--- config.mk ---
export PLATFORM = sky130hd
export DESIGN_NAME = uart_gram_writer_flat
export DESIGN_NICKNAME = d
export VERILOG_FILES = /design/src/rtl/uart_gram_writer_if.sv /design/src/rtl/uart_gram_writer.sv /design/src/flat_wrapper.sv
export SDC_FILE = /design/constraint.sdc
export NUM_CORES = 1
export LEC_CHECK = 0
export CAP_MARGIN = 20
export CORE_MARGIN = 10
export CORE_UTILIZATION = 61
export CTS_BUF_LIST = sky130_fd_sc_hd__clkbuf_4 sky130_fd_sc_hd__clkbuf_8 sky130_fd_sc_hd__clkbuf_16
export DETAILED_ROUTE_END_ITERATION = 16
export GPL_ROUTABILITY_DRIVEN = 0
export PLACE_DENSITY = 0.81
export SLEW_MARGIN = 25
export SYNTH_ARGS = -nofsm -noshare
export SYNTH_HDL_FRONTEND = slang
export SYNTH_SLANG_ARGS = --single-unit
export TNS_END_PERCENT = 50
--- constraint.sdc ---
create_clock -name clk -period 2.63 [get_ports clk]
set_input_delay 0.526 -clock clk [delete_from_list [all_inputs] [get_ports clk]]
set_output_delay 0.526 -clock clk [all_outputs]
set_load 0.02 [all_outputs]
--- src/rtl/uart_gram_writer_if.sv ---
// Text-RAM write port carried from the UART writer to the glyph RAM.
//   gram_write_data    : 7-bit character code
//   gram_write_address : cell address (row*COLS + col)
//   gram_write_enable  : one-cycle write strobe; data/address valid with it
interface uart_gram_writer_if;
    logic [6:0]  gram_write_data;
    logic [11:0] gram_write_address;
    logic        gram_write_enable;

    modport master (
        output gram_write_data,
        output gram_write_address,
        output gram_write_enable
    );

    modport slave (
        input gram_write_data,
        input gram_write_address,
        input gram_write_enable
    );
endinterface

--- src/rtl/uart_gram_writer.sv ---
// UART (8N1) receiver that turns incoming bytes into text-RAM writes with a
// running cursor: printable chars are stored and advance the cursor, CR/LF/BS
// move it, everything else is dropped.
//   clk, rst_n       : system clock, async active-low reset
//   rxd              : asynchronous serial input, idle high
//   gram             : text-RAM write port (master side)
//   clk_uart         : debug wave, toggles at each bit-sample point of a frame
//   clk_uart_enable  : high while a frame is being received
module uart_gram_writer #(
    parameter int unsigned CLK_HZ = 50_000_000,
    parameter int unsigned BAUD   = 115_200,
    parameter int unsigned COLS   = 80,
    parameter int unsigned ROWS   = 30
) (
    input  logic               clk,
    input  logic               rst_n,
    input  logic               rxd,
    uart_gram_writer_if.master gram,
    output logic               clk_uart,
    output logic               clk_uart_enable
);

    localparam int unsigned DIV    = CLK_HZ / BAUD;
    localparam int unsigned CNT_W  = $clog2(DIV + 1);
    localparam int unsigned COL_W  = $clog2(COLS + 1);
    localparam int unsigned ROW_W  = $clog2(ROWS + 1);
    localparam int unsigned ADDR_W = 12;

    localparam logic [CNT_W-1:0]  CNT_HALF = CNT_W'(DIV / 2 - 1);
    localparam logic [CNT_W-1:0]  CNT_FULL = CNT_W'(DIV - 1);
    localparam logic [COL_W-1:0]  COL_LAST = COL_W'(COLS - 1);
    localparam logic [ROW_W-1:0]  ROW_LAST = ROW_W'(ROWS - 1);
    localparam logic [ADDR_W-1:0] ROW_STEP = ADDR_W'(COLS);

    typedef enum logic [2:0] {
        IDLE,
        START,
        DATA,
        STOP,
        WAIT_HIGH,
        WRITE
    } state_t;

    state_t state, state_nxt;

    logic rxd_meta, rxd_sync, rxd_prev;

    logic [CNT_W-1:0]  cnt, cnt_nxt;
    logic [2:0]        bit_cnt, bit_cnt_nxt;
    logic [7:0]        shift, shift_nxt;
    logic [COL_W-1:0]  col, col_nxt;
    logic [ROW_W-1:0]  row, row_nxt;
    logic [ADDR_W-1:0] row_base, row_base_nxt;
    logic [ADDR_W-1:0] addr, addr_nxt;

    logic              we_q, we_nxt;
    logic [6:0]        wdata_q, wdata_nxt;
    logic [ADDR_W-1:0] waddr_q, waddr_nxt;

    logic sample;
    logic in_frame_nxt;
    logic fall;

    assign fall = rxd_prev & ~rxd_sync;

    assign gram.gram_write_enable  = we_q;
    assign gram.gram_write_data    = wdata_q;
    assign gram.gram_write_address = waddr_q;

    // Two-flop synchronizer plus a history flop for edge detection
    always_ff @(posedge clk or negedge rst_n) begin
        if (!rst_n) begin
            rxd_meta <= 1'b1;
            rxd_sync <= 1'b1;
            rxd_prev <= 1'b1;
        end else begin
            rxd_meta <= rxd;
            rxd_sync <= rxd_meta;
            rxd_prev <= rxd_sync;
        end
    end

    // State register
    always_ff @(posedge clk or negedge rst_n) begin
        if (!rst_n) begin
            state <= IDLE;
        end else begin
            state <= state_nxt;
        end
    end

    // Next state, bit timing, and the byte rule applied at the stop-bit sample
    always_comb begin
        state_nxt    = state;
        cnt_nxt      = cnt;
        bit_cnt_nxt  = bit_cnt;
        shift_nxt    = shift;
        col_nxt      = col;
        row_nxt      = row;
        row_base_nxt = row_base;
        addr_nxt     = addr;
        we_nxt       = 1'b0;
        wdata_nxt    = wdata_q;
        waddr_nxt    = waddr_q;
        sample       = 1'b0;

        unique case (state)
            IDLE: begin
                if (fall) begin
                    state_nxt = START;
                    cnt_nxt   = CNT_HALF;
                end
            end
            START: begin
                if (cnt == '0) begin
                    sample = 1'b1;
                    if (!rxd_sync) begin
                        state_nxt   = DATA;
                        cnt_nxt     = CNT_FULL;
                        bit_cnt_nxt = 3'd0;
                    end else begin
                        state_nxt = IDLE;
                    end
                end else begin
                    cnt_nxt = cnt - CNT_W'(1);
                end
            end
            DATA: begin
                if (cnt == '0) begin
                    sample      = 1'b1;
                    shift_nxt   = {rxd_sync, shift[7:1]};
                    cnt_nxt     = CNT_FULL;
                    bit_cnt_nxt = bit_cnt + 3'd1;
                    if (bit_cnt == 3'd7) begin
                        state_nxt = STOP;
                    end
                end else begin
                    cnt_nxt = cnt - CNT_W'(1);
                end
            end
            STOP: begin
                if (cnt == '0) begin
                    sample = 1'b1;
                    if (rxd_sync) begin
                        // Write port is loaded on this edge so the strobe
                        // coincides with the single WRITE cycle.
                        state_nxt = WRITE;
                        if (shift >= 8'h20 && shift <= 8'h7E) begin
                            we_nxt    = 1'b1;
                            wdata_nxt = shift[6:0];
                            waddr_nxt = addr;
                            if (col == COL_LAST) begin
                                col_nxt = '0;
                                if (row == ROW_LAST) begin
                                    row_nxt      = '0;
                                    row_base_nxt = '0;
                                    addr_nxt     = '0;
                                end else begin
                                    row_nxt      = row + ROW_W'(1);
                                    row_base_nxt = row_base + ROW_STEP;
                                    addr_nxt     = addr + ADDR_W'(1);
                                end
                            end else begin
                                col_nxt  = col + COL_W'(1);
                                addr_nxt = addr + ADDR_W'(1);
                            end
                        end else if (shift == 8'h0D) begin
                            col_nxt  = '0;
                            addr_nxt = row_base;
                        end else if (shift == 8'h0A) begin
                            col_nxt = '0;
                            if (row == ROW_LAST) begin
                                row_nxt      = '0;
                                row_base_nxt = '0;
                                addr_nxt     = '0;
                            end else begin
                                row_nxt      = row + ROW_W'(1);
                                row_base_nxt = row_base + ROW_STEP;
                                addr_nxt     = row_base + ROW_STEP;
                            end
                        end else if (shift == 8'h08) begin
                            if (col != '0) begin
                                col_nxt   = col - COL_W'(1);
                                addr_nxt  = addr - ADDR_W'(1);
                                we_nxt    = 1'b1;
                                wdata_nxt = 7'h20;
                                waddr_nxt = addr - ADDR_W'(1);
                            end
                        end
                    end else begin
                        state_nxt = WAIT_HIGH;
                    end
                end else begin
                    cnt_nxt = cnt - CNT_W'(1);
                end
            end
            WAIT_HIGH: begin
                if (rxd_sync) begin
                    state_nxt = IDLE;
                end
            end
            WRITE: begin
                state_nxt = IDLE;
            end
            default: begin
                state_nxt = IDLE;
            end
        endcase
    end

    assign in_frame_nxt = (state_nxt == START) || (state_nxt == DATA) ||
                          (state_nxt == STOP);

    // Datapath, cursor and registered outputs
    always_ff @(posedge clk or negedge rst_n) begin
        if (!rst_n) begin
            cnt             <= '0;
            bit_cnt         <= '0;
            shift           <= '0;
            col             <= '0;
            row             <= '0;
            row_base        <= '0;
            addr            <= '0;
            we_q            <= 1'b0;
            wdata_q         <= '0;
            waddr_q         <= '0;
            clk_uart        <= 1'b0;
            clk_uart_enable <= 1'b0;
        end else begin
            cnt             <= cnt_nxt;
            bit_cnt         <= bit_cnt_nxt;
            shift           <= shift_nxt;
            col             <= col_nxt;
            row             <= row_nxt;
            row_base        <= row_base_nxt;
            addr            <= addr_nxt;
            we_q            <= we_nxt;
            wdata_q         <= wdata_nxt;
            waddr_q         <= waddr_nxt;
            clk_uart_enable <= in_frame_nxt;
            clk_uart        <= in_frame_nxt ? (clk_uart ^ sample) : 1'b0;
        end
    end

endmodule

--- src/flat_wrapper.sv ---
// flat-port wrapper written by rule: the top's interface ports become plain ports
module uart_gram_writer_flat 
#(
    parameter int unsigned CLK_HZ = 50_000_000,
    parameter int unsigned BAUD   = 115_200,
    parameter int unsigned COLS   = 80,
    parameter int unsigned ROWS   = 30
)
  (clk, rst_n, rxd, clk_uart, clk_uart_enable, gram_gram_write_data, gram_gram_write_address, gram_gram_write_enable);
  uart_gram_writer_if gram_i ();
  input  logic clk;
  input  logic rst_n;
  input  logic rxd;
  output logic clk_uart;
  output logic clk_uart_enable;
  output wire logic [$bits(gram_i.gram_write_data)-1:0] gram_gram_write_data;
  output wire logic [$bits(gram_i.gram_write_address)-1:0] gram_gram_write_address;
  output wire logic [$bits(gram_i.gram_write_enable)-1:0] gram_gram_write_enable;
  assign gram_gram_write_data = gram_i.gram_write_data;
  assign gram_gram_write_address = gram_i.gram_write_address;
  assign gram_gram_write_enable = gram_i.gram_write_enable;
  uart_gram_writer #(.CLK_HZ(CLK_HZ), .BAUD(BAUD), .COLS(COLS), .ROWS(ROWS)) u_core (.clk(clk), .rst_n(rst_n), .rxd(rxd), .gram(gram_i), .clk_uart(clk_uart), .clk_uart_enable(clk_uart_enable));
endmodule
# --- Word-level counts from Yosys, hierarchy flattened ---
# Cells that the tools add are included.
classes:
  add_sub_neg: 8
  n_lt_le_gt_ge: 2
  n_eq_ne: 22
  muxes: 61
  n_bitwise: 3
  n_reduce_logical: 20
ops:
  columns: ["cell", "n"]
  rows:
  - ["2-to-1 mux 12 bit", 15]
  - ["2-to-1 mux 7 bit", 11]
  - ["2-to-1 mux 9 bit", 5]
  - ["one-hot mux 9 bit (4 select lines)", 1]
  - ["2-to-1 mux 3 bit", 9]
  - ["2-to-1 mux 5 bit", 5]
  - ["== test 8 x 4 -> 1 bit (second input constant)", 3]
  - ["one-hot mux 3 bit (5 select lines)", 1]
  - ["adder 12 x 1 -> 12 bit (second input constant)", 1]
  - ["adder 12 x 7 -> 12 bit (second input constant)", 1]
  - ["== test 3 x 2 -> 1 bit (second input constant)", 4]
  - ["2-to-1 mux 1 bit", 12]
  - ["nonzero test 4 bit", 3]
  - ["subtractor 12 x 1 -> 12 bit (second input constant)", 1]
  - ["inequality test 2 x 1 -> 1 bit (second input constant)", 5]
  - ["zero test 9 bit", 1]
  - ["subtractor 9 x 1 -> 9 bit (second input constant)", 1]
  - [">= comparator 8 x 6 -> 1 bit (second input constant)", 1]
  - ["<= comparator 8 x 7 -> 1 bit (second input constant)", 1]
  - ["AND reduction 4 bit", 2]
  - ["nonzero test 2 bit", 4]
  - ["adder 7 x 1 -> 7 bit (second input constant)", 1]
  - ["== test 7 bit (second input constant)", 1]
  - ["AND reduction 7 bit", 1]
  - ["21 further kinds", 26]
totals:
  reg_bits: 84
  in_bits: 3
  out_inout_bits: 22
  word_cells: 132

# --- Logic depth before layout (Yosys ltp) ---
# Gate-level depths: netlist (run 1).
logic_depth:
  depth_word: 9
  depth_mapped: 11
  mapped_depth_nobuf: 9

# --- Worst setup path before layout (run 1) ---
# OpenSTA, ideal clock, no wires.
synth_path:
  path_kind: "flip-flop to flip-flop"
  start: "reg u_core.addr[0]"
  end: "reg u_core.addr[10]"
  setup_ns: 0.124
  t_arrival_ns: 2.274
  required_time_ns: 2.506
  setup_slack_ns: 0.232
  stages_incl_launch_ff: 9
  path_buffers: 0
  period_less_slack_ns: 2.398
  cell_sequence: "dfrtp_1 > inv_1 > ha_1 > or3b_2 > nor3_1 > nor3b_1 > xnor2_1 > o22ai_1 > a211o_1"
synth_between:
  elab_chain_cells: 6
  elab_cells_between_ends: 9
  classes_between: "add/sub: 2; mux: 7"
synth_rtl:
  columns: ["element", "line_no", "source"]
  rows:
  - ["start, declared", "uart_gram_writer.sv:54", "logic [ADDR_W-1:0] addr, addr_nxt;"]
  - ["start signal, assigned", "uart_gram_writer.sv:236", "addr <= addr_nxt;"]
  - ["subtractor 12 x 1 -> 12 bit", "uart_gram_writer.sv:184", "addr_nxt = addr - ADDR_W'(1);"]
  - ["2-to-1 mux 12 bit", "uart_gram_writer.sv:182", "if (col != '0) begin"]
  - ["2-to-1 mux 12 bit", "uart_gram_writer.sv:181", "end else if (shift == 8'h08) begin"]
  - ["2-to-1 mux 12 bit", "uart_gram_writer.sv:170", "end else if (shift == 8'h0A) begin"]
  - ["2-to-1 mux 12 bit", "uart_gram_writer.sv:167", "end else if (shift == 8'h0D) begin"]
  - ["2-to-1 mux 12 bit (*)", "uart_gram_writer.sv:148", "if (shift >= 8'h20 && shift <= 8'h7E) begin"]
# Mark *: on every way between the ends. The rest lies on a longest branch, timed or not. The select of a mux whose other input is x is not followed.
# A chain may end at the register's enable or synchronous reset.

# --- Worst setup path in the final report (run 1) ---
layout_path:
  start: "reg u_core.shift[3]"
  end: "reg u_core.addr[8]"
layout_between:
  elab_chain_cells: 4
  elab_cells_between_ends: 12
  classes_between: "order compare: 2; eq/ne: 3; mux: 3; reduce/logical: 4"
layout_rtl:
  columns: ["element", "line_no", "source"]
  rows:
  - ["start, declared", "uart_gram_writer.sv:50", "logic [7:0] shift, shift_nxt;"]
  - ["start signal, assigned", "uart_gram_writer.sv:232", "shift <= shift_nxt;"]
  - [">= comparator 8 x 6 -> 1 bit, or another cell as far along", "uart_gram_writer.sv:148", null]
  - ["logical AND 1 bit or 2-to-1 mux 12 bit (tied branches)", "uart_gram_writer.sv:148, uart_gram_writer.sv:170", null]
  - ["nonzero test 4 bit (no source line) or 2-to-1 mux 12 bit (tied branches)", null, null]
  - ["AND reduction 5 bit (no source line) or 2-to-1 mux 12 bit (tied branches)", null, null]
# Parallel ways exist; a longest one is shown, timed or not.

==> summary.txt, run 1 <==
CTS
  • CTS sink cnt: 84
  • CTS tree: built
  • H-tree depth: 3
  • CTS buffer count: 9
  • Max clock buf depth: 2
  • Clk_lat worst skew: 0.37 ns
  • Clock root buffer: clkbuf_8
  • Clk pin slew, worst setup/hold paths: 0.09 ns
  • Post-CTS sizing: 0
  • Post-CTS Hold Buffers: 0
  • Post-CTS Setup Inserts: 0

Floorplanning
  • DIE WIDTH: 109.8 um
  • # rows: 32
  • Initial Utilization: 63.32%
  • Top Ports: 25
  • Placeable Area: 0.007767 mm^2
  • Die Footprint: 0.01205 mm^2
  • DIE HEIGHT: 109.8 um

Setup path
  • Timing endpoint of the critical path: u_core.addr[8]
  • CP Buf/Inv Count: 0
  • CP Depth: 6
  • Worst r2r path cells: 6
  • Setup CP Type: reg -> reg
  • CP max-delay cell: nor4bb_1
  • Crit-path most repeated cell: o21ai_0
  • RR Startpoint: u_core.shift[3]
  • Startpoint Class: flop
  • CP Capture Type: flop
  • Worst Path Required: 2.92 ns
  • Reg2reg end: u_core.addr[8]
  • Critical Path AT: 2.76 ns
  • Crit path largest cell delay: 0.60 ns
  • Crit path cell chain: nor4bb_1 -> nand2_1 -> or3_1 -> a31oi_1 -> o21ai_0 -> o21ai_0
  • Crit Path Max Fanout: 11
  • Worst setup path start: u_core.shift[3]
  • Reg2Reg Setup Slack: 0.16 ns
  • CP top delay family: simple AND/OR/NAND/NOR gates

GRT
  • Busiest grt layer: met2
  • Via count of the first global-routing pass: 4278
  • Total grt overflow: 0
  • GR Util met3: 3.218%
  • Antenna violations before repair: 0
  • Met1 layer usage reported by global route: 29.08%
  • Gr usage total: 21.19%
  • First-pass GRT wire length: 20680 um
  • Largest net degree at the start of global routing: 44
  • Global routing met2 resource utilization: 32.35%

STA
  • Fin Clk Skew: 0.01002 ns
  • Final setup vio count: 0
  • RSZ-0062 raised after global routing: no
  • Normalized max-slew margin: 58.44%
  • Final hold vios: 0
  • TNS Setup: 0 ns
  • Slew Viols, Final: 0
  • Worst-Margin Slew: 0.6205 ns
  • Tcrit/Tclk final: 93.97%
  • Min cycle time layout: 2.471 ns
  • Fmax: 404.6 MHz

Yosys
  • Top_reg_cell synth: dfrtp_1
  • Synth area leaders: dfrtp_1 41%, nand2_1 5.9%, o21ai_0 5.0%, a21oi_1 4.2%, nor2_1 4.0%
  • EDFF count, synth: 0
  • Syn_area_per_cell: 8.539 um^2
  • Post-synthesis cell count: 576
  • Post-synthesis mux area share: 0.2289%
  • Post-Synth XOR/XNOR Area: 3.027%
  • Asr flop ratio synth: 100.0%
  • Mapped cell area: 0.004918 mm^2
  • Synth Net Count: 591
  • Top-count cell post-synth: dfrtp_1
  • Ys Warns: 0
  • Sequential area share after synthesis: 42.81%
  • Largest area contributor in the netlist: dfrtp_1
  • Post-Synth Simple-Gate Area: 22.89%
  • Main combinational cell family by area after synthesis: compound AO/OA/AOI/OAI gates
  • Post-Synth Adder-Cell Area: 3.256%
  • Synth top cells by count: 81 x dfrtp_1, 77 x nand2_1, 52 x nor2_1
  • Register bit count reported by yosys: 84
  • Synth top area share: 41.21%
  • Compound-Gate Fraction of Synth Area: 23.66%
  • Cell variety after synth: 69

Min path
  • Hold/Removal Path Class: in -> async

Cells and area
  • Antenna diode count: 0
  • # fillers: 581
  • Non-filler cells, final: 712
  • Syn-to-layout area delta: 14.27%
  • Fraction of layout cells with a size suffix above 1: 9.672%
  • Fin util: 72.36%
  • Final net count: 620
  • Final instance area: 0.005620 mm^2

Pwr
  • Power Density: 507.1 mW/mm^2
  • Max rail drop VDD: 0.3712 mV
  • Pleak: 0.002523 uW

Outcome
  • Status: finished, final reports clean

Placement
  • Placed Area: 0.005390 mm^2
  • I/O Buffers: 24
  • Inst Count DP: 696
  • DPL Wire Length: 8512 um

Route
  • Iteration-0 DRC Markers: 410
  • Wire length per cell: 17.31 um
  • Final wirelength: 12320 um
  • DR DRC count: 0
  • Mean number of vias per cell: 6.400
  • Vias post-DR: 4557
  • TritonRoute pass-1 iters: 5
  • Antenna viol nets, final: 0

Flow run
  • Max-Cap Viols: 0
==> cell usage in the layout, fill, tap and decap left out, drive strengths merged, types with 4 or more instances in the layout <==
cell type	count
xnor2	12
buf	31
clkbuf	10
a22o	10
nor4	6
a22oi	6
a31oi	5
a211oi	4
clkdlybuf4s50	23
nand4	6
ha	12
nor2	52
and2	9
dfrtp	81
nor3	14
nand3	20
nor2b	8
xor2	5
nand2	77
o22ai	12
inv	14
a21oi	43
or3	5
o31ai	14
o21ai	51
a21o	5
and3	6
nand2b	7
==> state kept, by name, indices dropped and copies added, names as in the netlist, 5 cells and up <==
signal	cells
u_core.addr	12
u_core.cnt	9
u_core.col	7
u_core.gram.gram_write_address	12
u_core.gram.gram_write_data	7
u_core.row	5
u_core.row_base	12
u_core.shift	8
==> metrics by stage <==
stage	setup slack, ns	power, uW	hold slack [ns]
CTS	0.09433	2855	0.1693
finish	0.1586	2850	0.1489
floorplan	0.2324	1693	0.2304
detailed placement	0.1135	1815	0.3502
global placement	0.2393	1790	0.3464
global route	0.001015	2976	0.1920
==> metal layers <==
layer  share of wire [%]  routed length, um
met3                 6.5                800
met2                  47               5815
met4                 2.1                260
met5                   0                  0
met1                  44               5447
==> worst min-delay path by stage <==
stage | slack, ns | start | endpoint
6_report | 0.15 | rst_n | u_core.row[2]
5_1_grt | 0.19 | rst_n | u_core.row[2]
4_1_cts | 0.17 | rst_n | u_core.row[2]
3_5_place_dp | 0.35 | u_core.rxd_meta | u_core.rxd_sync
3_3_place_gp | 0.35 | u_core.rxd_meta | u_core.rxd_sync
2_1_floorplan | 0.23 | rst_n | u_core.addr[0]
==> layout make-up <==
type / instances / area (um^2) / share of cell area, %
Clock inverter: 6 / 87.58 / 1.558
Clock buffer: 10 / 137.6 / 2.449
Tap cell: 102 / 127.6 / 2.271
Sequential cell: 84 / 2106 / 37.47
Multi-Input combinational cell: 442 / 2621 / 46.64
Inverter: 14 / 52.55 / 0.9350
Timing Repair Buffer: 54 / 488.0 / 8.682
==> kinds of logic (layout without fill, tap and decap cells) <==
logic type / after synthesis / count (layout)
AO/OA/AOI/OAI: 181 / 181
flip-flops: 84 / 84
XOR/XNOR: 17 / 17
AND/OR/NAND/NOR: 230 / 230
adder cells (fa/ha/maj): 13 / 13
buffers and inverters: 50 / 84
multiplexers: 1 / 1
==> report_power, final <==
group	internal, uW	leakage (uW)	switching [uW]
Clock	559	0.000105	495
Combinational	144	0.00129	217
Sequential	1360	0.00113	73.8
Total	2060	0.00252	786
==> worst register-to-register path, stage by stage (launching register included) <==
cell and delay [ns]:
dfrtp_1 0.52, nor4bb_1 0.61, nand2_1 0.31, or3_1 0.41, a31oi_1 0.26, o21ai_0 0.15
o21ai_0 0.16
No activity file was read; power rests on OpenSTA's default activity.
==> inputs of run 2 (changes only) <==
CORE_UTILIZATION = 45   (was 61)
CTS_CLUSTER_SIZE = 8   (was not set)
PLACE_DENSITY = not set   (was 0.81)
clock period = 3.2 ns   (was 2.63 ns; I/O delays follow)
==> run 2 against run 1 <==
  * Via count fell by 4.9%
  * Register-to-register slack improved by 0.29 ns
  * Cell count rose by 2.7%
  * Core utilization fell by 22 points
  * Routed wire length fell by 0.47%
  * Critical endpoint is now u_core.addr[9]
==> summary.txt, run 2 (synthesis gave the netlist of run 1 again) <==
Outcome
  • Status: finished, final reports clean

Pwr
  • Design Power: 2152 uW
  • Flop pwr share: 55.6%
  • Max rail drop VDD: 0.2342 mV
  • Switching part of the total: 28.30%
  • Internal: 1543 uW
  • Psw: 609.1 uW
  • Power Density: 394.8 mW/mm^2
  • Pleak: 0.002414 uW
  • Gate power share: 12.2%
  • Clock Power Share: 32.2%

GRT
  • First-pass GRT wire length: 21290 um
  • Total grt overflow: 0
  • Met1 layer usage reported by global route: 21.99%
  • GR Util met3: 3.362%
  • Busiest grt layer: met2
  • Via count of the first global-routing pass: 4290
  • Global routing met2 resource utilization: 23.91%
  • Gr usage total: 16.16%
  • Largest net degree at the start of global routing: 85
  • Antenna violations before repair: 0

Setup path
  • Timing endpoint of the critical path: u_core.addr[9]
  • CP Capture Type: flop
  • RR Startpoint: u_core.cnt[6]
  • Startpoint Class: flop
  • Crit Path Max Fanout: 14
  • Worst r2r path cells: 5
  • Reg2Reg Setup Slack: 0.45 ns
  • Setup CP Type: reg -> reg
  • Critical Path AT: 3.02 ns
  • Worst setup path start: u_core.cnt[6]
  • Reg2reg end: u_core.addr[9]
  • Worst Path Required: 3.47 ns

CTS
  • Clock root buffer: clkbuf_8
  • CTS tree: built
  • Clk_lat worst skew: 0.37 ns
  • H-tree depth: 3
  • CTS buffer count: 9
  • Post-CTS Hold Buffers: 0
  • CTS sink cnt: 84
  • Max clock buf depth: 2
  • Clk pin slew, worst setup/hold paths: 0.08 ns
  • Post-CTS sizing: 0
  • Post-CTS Setup Inserts: 0

Cells and area
  • Non-filler cells, final: 731
  • Final instance area: 0.005451 mm^2
  • Most frequent cells in the layout: 81 x dfrtp_1, 77 x nand2_1, 52 x nor2_1, 49 x o21ai_0, 41 x a21oi_1
  • Syn-to-layout area delta: 10.84%
  • Commonest non-fill, non-tap cell in the layout: dfrtp_1
  • Fraction of layout cells with a size suffix above 1: 6.599%
  • Final net count: 601
  • Antenna diode count: 0
  • # fillers: 1039

STA
  • Worst-Margin Slew: 0.8359 ns
  • Fmax: 363.7 MHz
  • Tightest hold margin: 0.2874 ns
  • Slew Viols, Final: 0
  • Min cycle time layout: 2.750 ns
  • Fin Clk Skew: 0.006280 ns
  • Final hold vios: 0
  • RSZ-0062 raised after global routing: no
  • TNS Setup: 0 ns
  • Tcrit/Tclk final: 85.93%
  • Normalized max-slew margin: 44.27%
  • Final setup vio count: 0

Floorplanning
  • DIE HEIGHT: 124.5 um
  • Die Footprint: 0.01551 mm^2
  • Top Ports: 25
  • # rows: 38
  • Placeable Area: 0.01079 mm^2
  • Initial Utilization: 45.57%
  • DIE WIDTH: 124.5 um

Route
  • Vias post-DR: 4335
  • TritonRoute pass-1 iters: 7
  • Wire length per cell: 16.78 um
  • Antenna viol nets, final: 0
  • DR DRC count: 0
  • Final wirelength: 12270 um
  • Mean number of vias per cell: 5.930
  • Iteration-0 DRC Markers: 349

Placement
  • DPL Wire Length: 8429 um
  • I/O Buffers: 24
  • Inst Count DP: 715
  • Placed Area: 0.005283 mm^2

Flow run
  • Max-Cap Viols: 0

Min path
  • Hold/Removal Path Class: in -> async
## run 2: cell types whose count changed in the layout (fill, tap and decap cells not counted)
cell,previous run,this run
clkbuf_8,10,9
clkinv_2,1,3
nor3_1,13,14
buf_4,29,11
clkbuf_4,0,4
buf_12,2,1
clkinvlp_4,3,0
nor3_2,1,0
bufinv_16,2,0
## run 2: worst max-delay path: stages, from the launching register on
cell and delay, ns:
dfrtp_1 0.43, nor4_1 0.62, nand4_1 0.37, a21oi_2 0.66, o21ai_0 0.22, a221o_1 0.33
## run 2: metrics by stage
stage / worst slack, ns / utilization, %
floorplan: 0.8024 / -
global placement: 0.6368 / 48.95
detailed placement: 0.5381 / 48.95
CTS: 0.5007 / 50.51
global route: 0.3067 / 50.51
finish: 0.4502 / 50.51
## run 2: final cells by class
type | instances | area [um^2] | share of cell area [%]
inverter | 14 | 52.55 | 0.9640
clock inverter | 3 | 15.01 | 0.2754
multi-input combinational | 442 | 2616 | 47.99
tap | 140 | 175.2 | 3.213
sequential | 84 | 2106 | 38.63
clock buffer | 13 | 153.9 | 2.823
timing repair buffer | 35 | 332.8 | 6.105
## run 2: worst min path at each step
stage / endpoint / depth (start not counted)
2_1_floorplan: u_core.addr[0] / 0
3_3_place_gp: u_core.rxd_sync / 0
3_5_place_dp: u_core.rxd_sync / 0
4_1_cts: u_core.row[4] / 2
5_1_grt: u_core.row[3] / 2
6_report: u_core.row[3] / 2
## run 2: metal layers
layer | wire, um | vias up
met5 | 0 | -
met2 | 5423 | 98
met3 | 493 | 31
met4 | 323 | 0
li1 | - | 2113
met1 | 6026 | 2093
## run 2: power groups by stage
stage / Sequential, uW / Clock (uW) / Combinational, uW
floorplan: 1190 / 0 / 205
global route: 1210 / 760 / 305
CTS: 1200 / 723 / 264
global placement: 1210 / 0 / 256
detailed placement: 1210 / 0 / 264
finish: 1200 / 694 / 262
==> inputs of run 3 (changes only) <==
CTS_BUF_LIST = sky130_fd_sc_hd__clkbuf_16   (was sky130_fd_sc_hd__clkbuf_4 sky130_fd_sc_hd__clkbuf_8 sky130_fd_sc_hd__clkbuf_16)
==> run 3 against run 2 <==
  * Maximum frequency grew 1.9%
  * Core utilization up 0.80 points
  * Critical path depth grew 3
  * Via count increased by 0.14%
  * Count of clock-buffer cells in the layout down 4
  * Sequential share of layout area decreased by 0.60 points
  * Routed wire length fell by 0.75%
  * Cell count is the same
  * Clock power is 33% higher
  * Register-to-register slack improved by 0.05 ns
==> summary.txt, run 3 (synthesis gave the netlist of run 1 again) <==
Floorplanning
  • DIE WIDTH: 124.5 um
  • # rows: 38
  • Initial Utilization: 45.57%
  • Top Ports: 25
  • Placeable Area: 0.01079 mm^2
  • DIE HEIGHT: 124.5 um
  • Die Footprint: 0.01551 mm^2

CTS
  • CTS buffer count: 9
  • CTS tree: built
  • Max clock buf depth: 2
  • Clk_lat worst skew: 0.35 ns
  • Post-CTS Setup Inserts: 0
  • Post-CTS sizing: 0
  • H-tree depth: 3
  • Clk pin slew, worst setup/hold paths: 0.06 ns
  • CTS sink cnt: 84
  • Post-CTS Hold Buffers: 0
  • Clock root buffer: clkbuf_16

Route
  • TritonRoute pass-1 iters: 6
  • Final wirelength: 12170 um
  • Iteration-0 DRC Markers: 390
  • Mean number of vias per cell: 5.938
  • DR DRC count: 0
  • Vias post-DR: 4341
  • Wire length per cell: 16.65 um
  • Antenna viol nets, final: 0

STA
  • Min cycle time layout: 2.700 ns
  • Worst-Margin Slew: 0.8668 ns
  • Final setup vio count: 0
  • Worst setup margin: 0.5002 ns
  • Normalized max-slew margin: 42.21%
  • RSZ-0062 raised after global routing: no
  • Fin Clk Skew: 0.006941 ns
  • Fmax: 370.4 MHz
  • TNS Setup: 0 ns
  • Final hold vios: 0
  • Slew Viols, Final: 0
  • Tcrit/Tclk final: 84.37%

Setup path
  • CP Buf/Inv Count: 1
  • CP max-delay cell: or3b_2
  • Reg2Reg Setup Slack: 0.50 ns
  • Crit path cell chain: inv_1 -> ha_1 -> or3b_2 -> nor3_1 -> nor3b_1 -> xnor2_1 -> o22ai_1 -> a211o_1
  • Setup CP Type: reg -> reg
  • Critical Path AT: 2.93 ns
  • Worst Path Required: 3.43 ns
  • RR Startpoint: u_core.addr[0]
  • Crit path largest cell delay: 0.51 ns
  • CP Capture Type: flop
  • Worst setup path start: u_core.addr[0]
  • CP top delay family: simple AND/OR/NAND/NOR gates
  • Crit Path Max Fanout: 7
  • Startpoint Class: flop

Cells and area
  • Syn-to-layout area delta: 12.59%
  • Fraction of layout cells with a size suffix above 1: 5.922%
  • Commonest non-fill, non-tap cell in the layout: dfrtp_1
  • Antenna diode count: 0
  • Final net count: 601
  • Most frequent cells in the layout: 81 x dfrtp_1, 77 x nand2_1, 52 x nor2_1, 49 x o21ai_0, 41 x a21oi_1

GRT
  • Total grt overflow: 0
  • Largest net degree at the start of global routing: 85
  • Antenna violations before repair: 0
  • Gr usage total: 16.26%
  • Via count of the first global-routing pass: 4314
  • First-pass GRT wire length: 21320 um

Placement
  • I/O Buffers: 24
  • Worst slack at placement: 0.5381 ns
  • DPL Wire Length: 8429 um

Pwr
  • Power Density: 430.5 mW/mm^2
  • Pleak: 0.002463 uW
  • Max rail drop VDD: 0.2792 mV

Flow run
  • Max-Cap Viols: 0

Min path
  • Hold/Removal Path Class: in -> async

Outcome
  • Status: finished, final reports clean
[run 3: final timing paths]
path,end,cells past startpoint
hold / removal,u_core.row[3],2
hold reg to reg,u_core.rxd_sync,0
setup reg to reg,u_core.addr[10],8
min in group clk,u_core.rxd_sync,0
max in group asynchronous,u_core.rxd_meta,2
setup / recovery,u_core.addr[10],8
[run 3: worst register-to-register path, delay by kind of cell, from the launching register on]
family | cells | cell delay (ns)
buf+inv | 1 | 0.14
flops | 1 | 0.46
xor+xnor | 1 | 0.16
simple gates | 3 | 1.21
fa+ha+maj | 1 | 0.23
compound gates | 2 | 0.40
[run 3: layer usage]
layer,up-vias,track usage (%),routed length (um)
met5,-,0,0
met4,0,8.499,318
met3,21,3.362,601
met2,101,24.01,5433
met1,2098,21.83,5820
li1,2121,-,-
[run 3: per-stage QoR]
stage | hold WS [ns] | util (%) | std cells | cell area (um^2) | total power [uW]
detailed placement | 0.3481 | 48.95 | 715 | 5283 | 1479
floorplan | 0.3444 | - | 576 | 4918 | 1391
global placement | 0.3460 | 48.95 | 715 | 5283 | 1470
CTS | 0.3431 | 51.31 | 731 | 5538 | 2419
global route | 0.3516 | 51.31 | 731 | 5538 | 2512
finish | 0.3191 | 51.31 | 731 | 5538 | 2384
[run 3: where the power goes]
part	total, uW	switching (uW)	leakage (uW)	internal (uW)
Clock	924	414	0.000144	510
Combinational	262	151	0.00119	111
Sequential	1200	77.7	0.00113	1120
[run 3: cell type report]
| cell class | count | area, um^2 |
|---|---|---|
| clock buffer | 9 | 225.2 |
| tap | 140 | 175.2 |
| clock inverter | 7 | 30.03 |
| timing repair buffer | 35 | 332.8 |
| multi-input combinational | 442 | 2616 |
| sequential | 84 | 2106 |
| inverter | 14 | 52.55 |
| fill | 1021 | 5255 |
